===== src/rtl/seg7_scan_driver.sv =====
// Scans a latched 32-bit word as 8 hex digits onto a common-anode 7-segment bank,
// with an all-off gap between digits and optional leading-zero blanking (macro SEG7_BLINK_EN adds blink).
module seg7_scan_driver #(
  parameter int REFRESH_DIV = 100000,
  parameter int GAP_CYCLES  = 16,
  parameter int BLANK_LZ    = 1
) (
  input  logic        clk,
  input  logic        rst,
  input  logic [31:0] value,
  input  logic        value_valid,
  input  logic        hold,
`ifdef SEG7_BLINK_EN
  input  logic        blink,
`endif
  output logic [7:0]  an_n,
  output logic [7:0]  seg_n,
  output logic        frame_tick
);

  localparam int CNT_MAX = (REFRESH_DIV > GAP_CYCLES) ? REFRESH_DIV : GAP_CYCLES;
  localparam int CW      = (CNT_MAX > 1) ? $clog2(CNT_MAX) : 1;
  localparam logic [CW-1:0] DRIVE_LAST = CW'(REFRESH_DIV - 1);
  localparam logic [CW-1:0] GAP_LAST   = CW'(GAP_CYCLES - 1);

  typedef enum logic {DRIVE, GAP} state_t;

  state_t      state, state_nxt;
  logic [CW-1:0] cnt, cnt_nxt;
  logic [2:0]  digit_q, digit_nxt;
  logic        tick_nxt;
  logic [31:0] shown_q;
  logic [31:0] upper;
  logic [3:0]  nibble;
  logic        blank;
  logic [7:0]  an_nxt, seg_nxt;

  function automatic logic [6:0] hex7(input logic [3:0] n);
    case (n)
      4'h0: hex7 = 7'h40;  4'h1: hex7 = 7'h79;  4'h2: hex7 = 7'h24;  4'h3: hex7 = 7'h30;
      4'h4: hex7 = 7'h19;  4'h5: hex7 = 7'h12;  4'h6: hex7 = 7'h02;  4'h7: hex7 = 7'h78;
      4'h8: hex7 = 7'h00;  4'h9: hex7 = 7'h10;  4'hA: hex7 = 7'h08;  4'hB: hex7 = 7'h03;
      4'hC: hex7 = 7'h46;  4'hD: hex7 = 7'h21;  4'hE: hex7 = 7'h06;  default: hex7 = 7'h0E;
    endcase
  endfunction

  // Loads are independent of the scan; they only change what the current slot shows.
  always_ff @(posedge clk or posedge rst) begin
    if (rst) begin
      shown_q <= 32'd0;
    end else if (value_valid && !hold) begin
      shown_q <= value;
    end
  end

  always_ff @(posedge clk or posedge rst) begin
    if (rst) begin
      state   <= DRIVE;
      cnt     <= '0;
      digit_q <= 3'd0;
    end else begin
      state   <= state_nxt;
      cnt     <= cnt_nxt;
      digit_q <= digit_nxt;
    end
  end

  always_comb begin
    state_nxt = state;
    cnt_nxt   = cnt + 1'b1;
    digit_nxt = digit_q;
    tick_nxt  = 1'b0;
    case (state)
      DRIVE: begin
        if (cnt == DRIVE_LAST) begin
          cnt_nxt   = '0;
          state_nxt = GAP;
        end
      end
      GAP: begin
        if (cnt == GAP_LAST) begin
          cnt_nxt   = '0;
          digit_nxt = digit_q + 3'd1;
          state_nxt = DRIVE;
          tick_nxt  = (digit_q == 3'd7);
        end
      end
      default: begin
        cnt_nxt   = '0;
        state_nxt = DRIVE;
      end
    endcase
  end

  // A digit is a leading zero when it and every digit to its left are zero.
  always_comb begin
    upper  = shown_q >> {digit_q, 2'b00};
    nibble = upper[3:0];
    blank  = (BLANK_LZ != 0) && (digit_q != 3'd0) && (upper == 32'd0);
    an_nxt  = 8'hFF;
    seg_nxt = 8'hFF;
    if (state == DRIVE) begin
      seg_nxt = {1'b1, hex7(nibble)};
      if (!blank) begin
        an_nxt = ~(8'b1 << digit_q);
      end
    end
  end

`ifdef SEG7_BLINK_EN
  logic [4:0] frame_cnt;

  always_ff @(posedge clk or posedge rst) begin
    if (rst) begin
      frame_cnt <= 5'd0;
    end else if (frame_tick) begin
      frame_cnt <= frame_cnt + 5'd1;
    end
  end

  always_ff @(posedge clk or posedge rst) begin
    if (rst) begin
      an_n       <= 8'hFF;
      seg_n      <= 8'hFF;
      frame_tick <= 1'b0;
    end else begin
      an_n       <= (blink && frame_cnt[4]) ? 8'hFF : an_nxt;
      seg_n      <= seg_nxt;
      frame_tick <= tick_nxt;
    end
  end
`else
  always_ff @(posedge clk or posedge rst) begin
    if (rst) begin
      an_n       <= 8'hFF;
      seg_n      <= 8'hFF;
      frame_tick <= 1'b0;
    end else begin
      an_n       <= an_nxt;
      seg_n      <= seg_nxt;
      frame_tick <= tick_nxt;
    end
  end
`endif

endmodule


===== config.mk =====
export PLATFORM = sky130hd
export DESIGN_NAME = seg7_scan_driver
export DESIGN_NICKNAME = d
export VERILOG_FILES = /design/src/rtl/seg7_scan_driver.sv
export SDC_FILE = /design/constraint.sdc
export NUM_CORES = 1
export LEC_CHECK = 0
export ABC_AREA = 1
export BUFFER_PORTS_ARGS = -buffer_cell sky130_fd_sc_hd__buf_2
export CAP_MARGIN = 20
export CORE_UTILIZATION = 35
export CTS_BUF_LIST = sky130_fd_sc_hd__clkbuf_2
export DETAILED_ROUTE_END_ITERATION = 10
export PLACE_DENSITY = 0.58
export RECOVER_POWER = 25
export SKIP_CTS_REPAIR_TIMING = 1
export SLEW_MARGIN = 20
export SYNTH_ARGS = -nofsm -noshare
export SYNTH_HDL_FRONTEND = slang
export SYNTH_SLANG_ARGS = --single-unit

===== constraint.sdc =====
create_clock -name clk -period 2 [get_ports clk]
set_clock_uncertainty 0.05 [all_clocks]
set_input_delay 0.3 -clock clk [delete_from_list [all_inputs] [get_ports clk]]
set_output_delay 0.3 -clock clk [all_outputs]
set_load 0.03 [all_outputs]

==> results.txt <==
The post-synthesis instance total is between 500 and 600. The detail-routed via count per cell came out at about 4.8. The delay of the slowest cell on the worst path is around 0.52 ns. The total routing resource utilization after global routing came out at 0.1708.

The detail route stage leaves a number of antenna-violating nets equal to 0. The static power due to leakage came out at between 2 and 3 nW. The critical path's slowest cell is sky130_fd_sc_hd__dfrtp_2. The number of vias after detailed routing is between 3k and 4k.

The clock passes through at most 2 buffers. Before CTS, the worst setup slack after placement is -0.2542 ns. The number of antenna violations at the first check in global routing came out at 0. The netlist area before placement came out at 3971 um2. Of the available clock period, the critical path in the final layout requires 1.124. The sequential share of power came out at 0.537. The final reports fail on negative setup slack. The global placement routability congestion is 0.9024.

The maximum operating frequency is between 400 and 500 MHz. The final setup violation count came out at 7. The proportion of synthesized area in mux cells is 0.02836. The starting utilization of the core area is 0.3632. The global-route wire length before repair came out at roughly 16 mm. The H-tree was split into 3 levels. Leaving out fill and tap cells, the most frequent cells in the layout are sky130_fd_sc_hd__nand2_1, sky130_fd_sc_hd__nor2_1, sky130_fd_sc_hd__dfrtp_1. The library cell used as clock root buffer is sky130_fd_sc_hd__clkbuf_2.

The endpoint identified for the worst register-to-register timing path is an_n[7]. The mean cell area of the mapped netlist is approximately 7.6 um2. The peak supply drop is 0.3178 mV. Of the cells placed in the final design, the portion with a size suffix greater than 1 is 0.2643. The kind of cell with the highest combined delay along the critical path is simple AND/OR/NAND/NOR gates. The routed design has a little under 10 mm of wire. The area share of xor/xnor cells in the synthesized design is 0.02205. The routed design could run at a clock period as short as approximately 2.2 ns. The class of the most critical setup path is flop to flop. The startpoint identified for the worst register-to-register timing path is digit_q[0]. CTS saw ~70 sinks. For this design the top-level I/O count stands at 53.

The critical path ends at an_n[7]. The overall power after layout is between 2 and 3 mW. The sequential share of the synthesized area came out at 0.4395. The adder and majority gate portion of the synthesized area came out at 0.03781. The number of different library cells in the post-synthesis netlist came out at 32. The number of cells on the worst reg-to-reg path is 15. The most common library cell in the layout ignoring fill and taps is sky130_fd_sc_hd__nand2_1. The iteration count of the initial detailed-routing pass is 5. The main combinational cell family by area after synthesis is simple AND/OR/NAND/NOR gates.

The part of the total power dissipated in the clock network is 0.223. The via count of the first global-routing pass is 3401. The number of core rows came out at 38. The total count of max-transition violations in the final report came out at 0. The clock latency on the worst-skew pair came out at between 0.5 and 0.6 ns.

The fraction of the mapped netlist area in simple logic gates came out at 0.3233. Summed over all nets, the half-perimeter wirelength after detailed placement is just over 7 mm. The net count reported at finish is 690. The overflow left after global routing came out at 0. Counting every net in the synthesized netlist gives between 500 and 600. The final routed DRC violation total is 0. The classification of the worst-slack hold path is flop to flop. The mean routed wirelength per cell came out at between 10 and 15 um. After routing, the total negative slack on setup checks comes to -1.617 ns. The area overhead of the layout relative to synthesis came out at 29.84%.

The final count of hold timing violations came out at 0. The data arrival time of the critical path is 2.66 ns. In this run the most critical hold path is launched from cnt[0]. Across the run, the number of max-cap violations was 0. The diode insertion count for antenna repair came out at 0.

The critical path starts at digit_q[0]. The slew at the pin closest to its max-slew limit is 1.189 ns. The buffering stage count on the worst path with inverters included is 3. TritonCTS built the clock tree. The worst pin sits at a relative slew slack of 0.2029.

The total area inside the core boundary comes to between 10000 and 15000 um2. The full die area is between 10000 and 15000 um2. The synthesis-stage register bit count is 69. The fraction of the mapped netlist area in compound gates came out at 0.05766.

The worst setup slack for register-to-register paths is -0.25 ns. The number of cells on the worst hold path is 1. The share of total power consumed by net switching is 0.3296. Setup repair after global routing could not meet its margin everywhere.

The critical path required time is 2.41 ns. Walking the worst path, the cells encountered are buf_6 > buf_6 > nand2_2 > o21ai_2 > o21ai_1 > nand2_1 > nand2_2 > ha_4 > inv_2 > a21oi_2 > o21ai_1 > nand3b_1 > nor2_2 > nand3_4 > nand2_2. The die boundary width came out at about 110 um. Counting stages on the worst path, the most repeated cell is sky130_fd_sc_hd__nand2_2. The cell area power density came out at between 500 and 600 nW/um2. The die height came out at about 110 um. The total CTS buffers came out at 9. The number of DRC violations after detailed-routing iteration 0 came out at approximately 270.

STA classifies the critical path endpoint as a flop. The part of the power in combinational logic came out at 0.240. The flow ran to the end, but the final reports show violations. The switching power came out at a little under 1 mW. The worst setup margin is -0.2483 ns. The filler cell count came out at between 1k and 1.5k. STA classifies the critical path startpoint as a flop. The pin count of the biggest net entering global routing came out at 34.

The smallest hold slack came out at roughly 0.43 ns. The clock edge transition at the registers on the reported setup and hold paths came out at about 0.20 ns. Input and output buffers added on the ports amount to between 50 and 60. The highest net fanout along the worst path came out at 10. The internal power of the cells totals roughly 2 mW. The number of warning messages in the yosys log is 0. The number of cells on the critical path is 15.
[final cells by class]
cell class / count / area (um2) / area share
multi-input combinational: 375 / 1957 / 0.3795
sequential: 69 / 1747 / 0.3388
timing repair buffer: 125 / 949.7 / 0.1842
inverter: 61 / 240.2 / 0.04659
tap: 140 / 175.2 / 0.03397
clock buffer: 11 / 55.05 / 0.01068
clock inverter: 5 / 27.53 / 0.005339
timing repair inverter: 1 / 5.005 / 0.0009706
[sequential cells by signal (all words and copies together) (netlist names)]
register,count
state,1
shown_q,32
cnt,17
an_n,8
seg_n,7
frame_tick,1
digit_q,3
[metal layers]
| metal | global-route usage | wire length, um |
|---|---|---|
| met5 | 0 | 0 |
| met4 | 0.07239 | 153 |
| met3 | 0.03556 | 439 |
| met2 | 0.2554 | 4552 |
| met1 | 0.2379 | 4558 |
[cells in the mapped netlist, drive strengths merged]
library cell / n / area share
nand3: 49 / 0.064
dfstp: 15 / 0.099
xnor2: 1 / 0.0022
a21oi: 25 / 0.032
o211ai: 3 / 0.0057
xor2: 9 / 0.020
nand4: 9 / 0.014
buf: 12 / 0.026
inv: 61 / 0.058
dfrtp: 54 / 0.34
nand3b: 3 / 0.0057
mux2: 10 / 0.028
nand2: 145 / 0.14
clkbuf: 6 / 0.0057
conb: 1 / 0.00094
ha: 12 / 0.038
nor3: 9 / 0.011
and3: 1 / 0.0016
o21ai: 14 / 0.019
nor4: 8 / 0.013
o21a: 1 / 0.0019
nor2: 75 / 0.072
[power by group through the flow]
| stage | logic, mW | clock network, mW | registers (mW) |
|---|---|---|---|
| floorplan | 0.355 | 0 | 1.69 |
| global placement | 0.619 | 0 | 1.63 |
| detailed placement | 0.629 | 0 | 1.63 |
| CTS | 0.631 | 0.704 | 1.61 |
| global route | 0.807 | 0.792 | 1.63 |
| finish | 0.719 | 0.669 | 1.61 |
[per-stage QoR]
stage          cell area [um2]  std cells  utilization
3_3_place_gp              4553        726       0.4164
4_1_cts                   4636        742       0.4239
5_1_grt                   5156        787       0.4715
6_report                  5156        787       0.4715
3_5_place_dp              4553        726       0.4164
2_1_floorplan             4001        523            -
[kinds of logic after synthesis]
kind of cell,Yosys count
AOI/OAI and AO/OA,43
muxes,10
adders and majority gates,12
DFF,69
buffers and inverters,79
other,1
xor gates and xnor gates,10
and+or+nand+nor,299
[worst min path at each step]
stage / slack (ns) / to
2_1_floorplan: 0.38 / cnt[0]
3_3_place_gp: 0.34 / cnt[0]
3_5_place_dp: 0.35 / cnt[0]
4_1_cts: -0.27 / cnt[0]
5_1_grt: 0.38 / shown_q[2]
6_report: 0.43 / cnt[0]
Note: power is estimated with default switching activity, not from simulation.
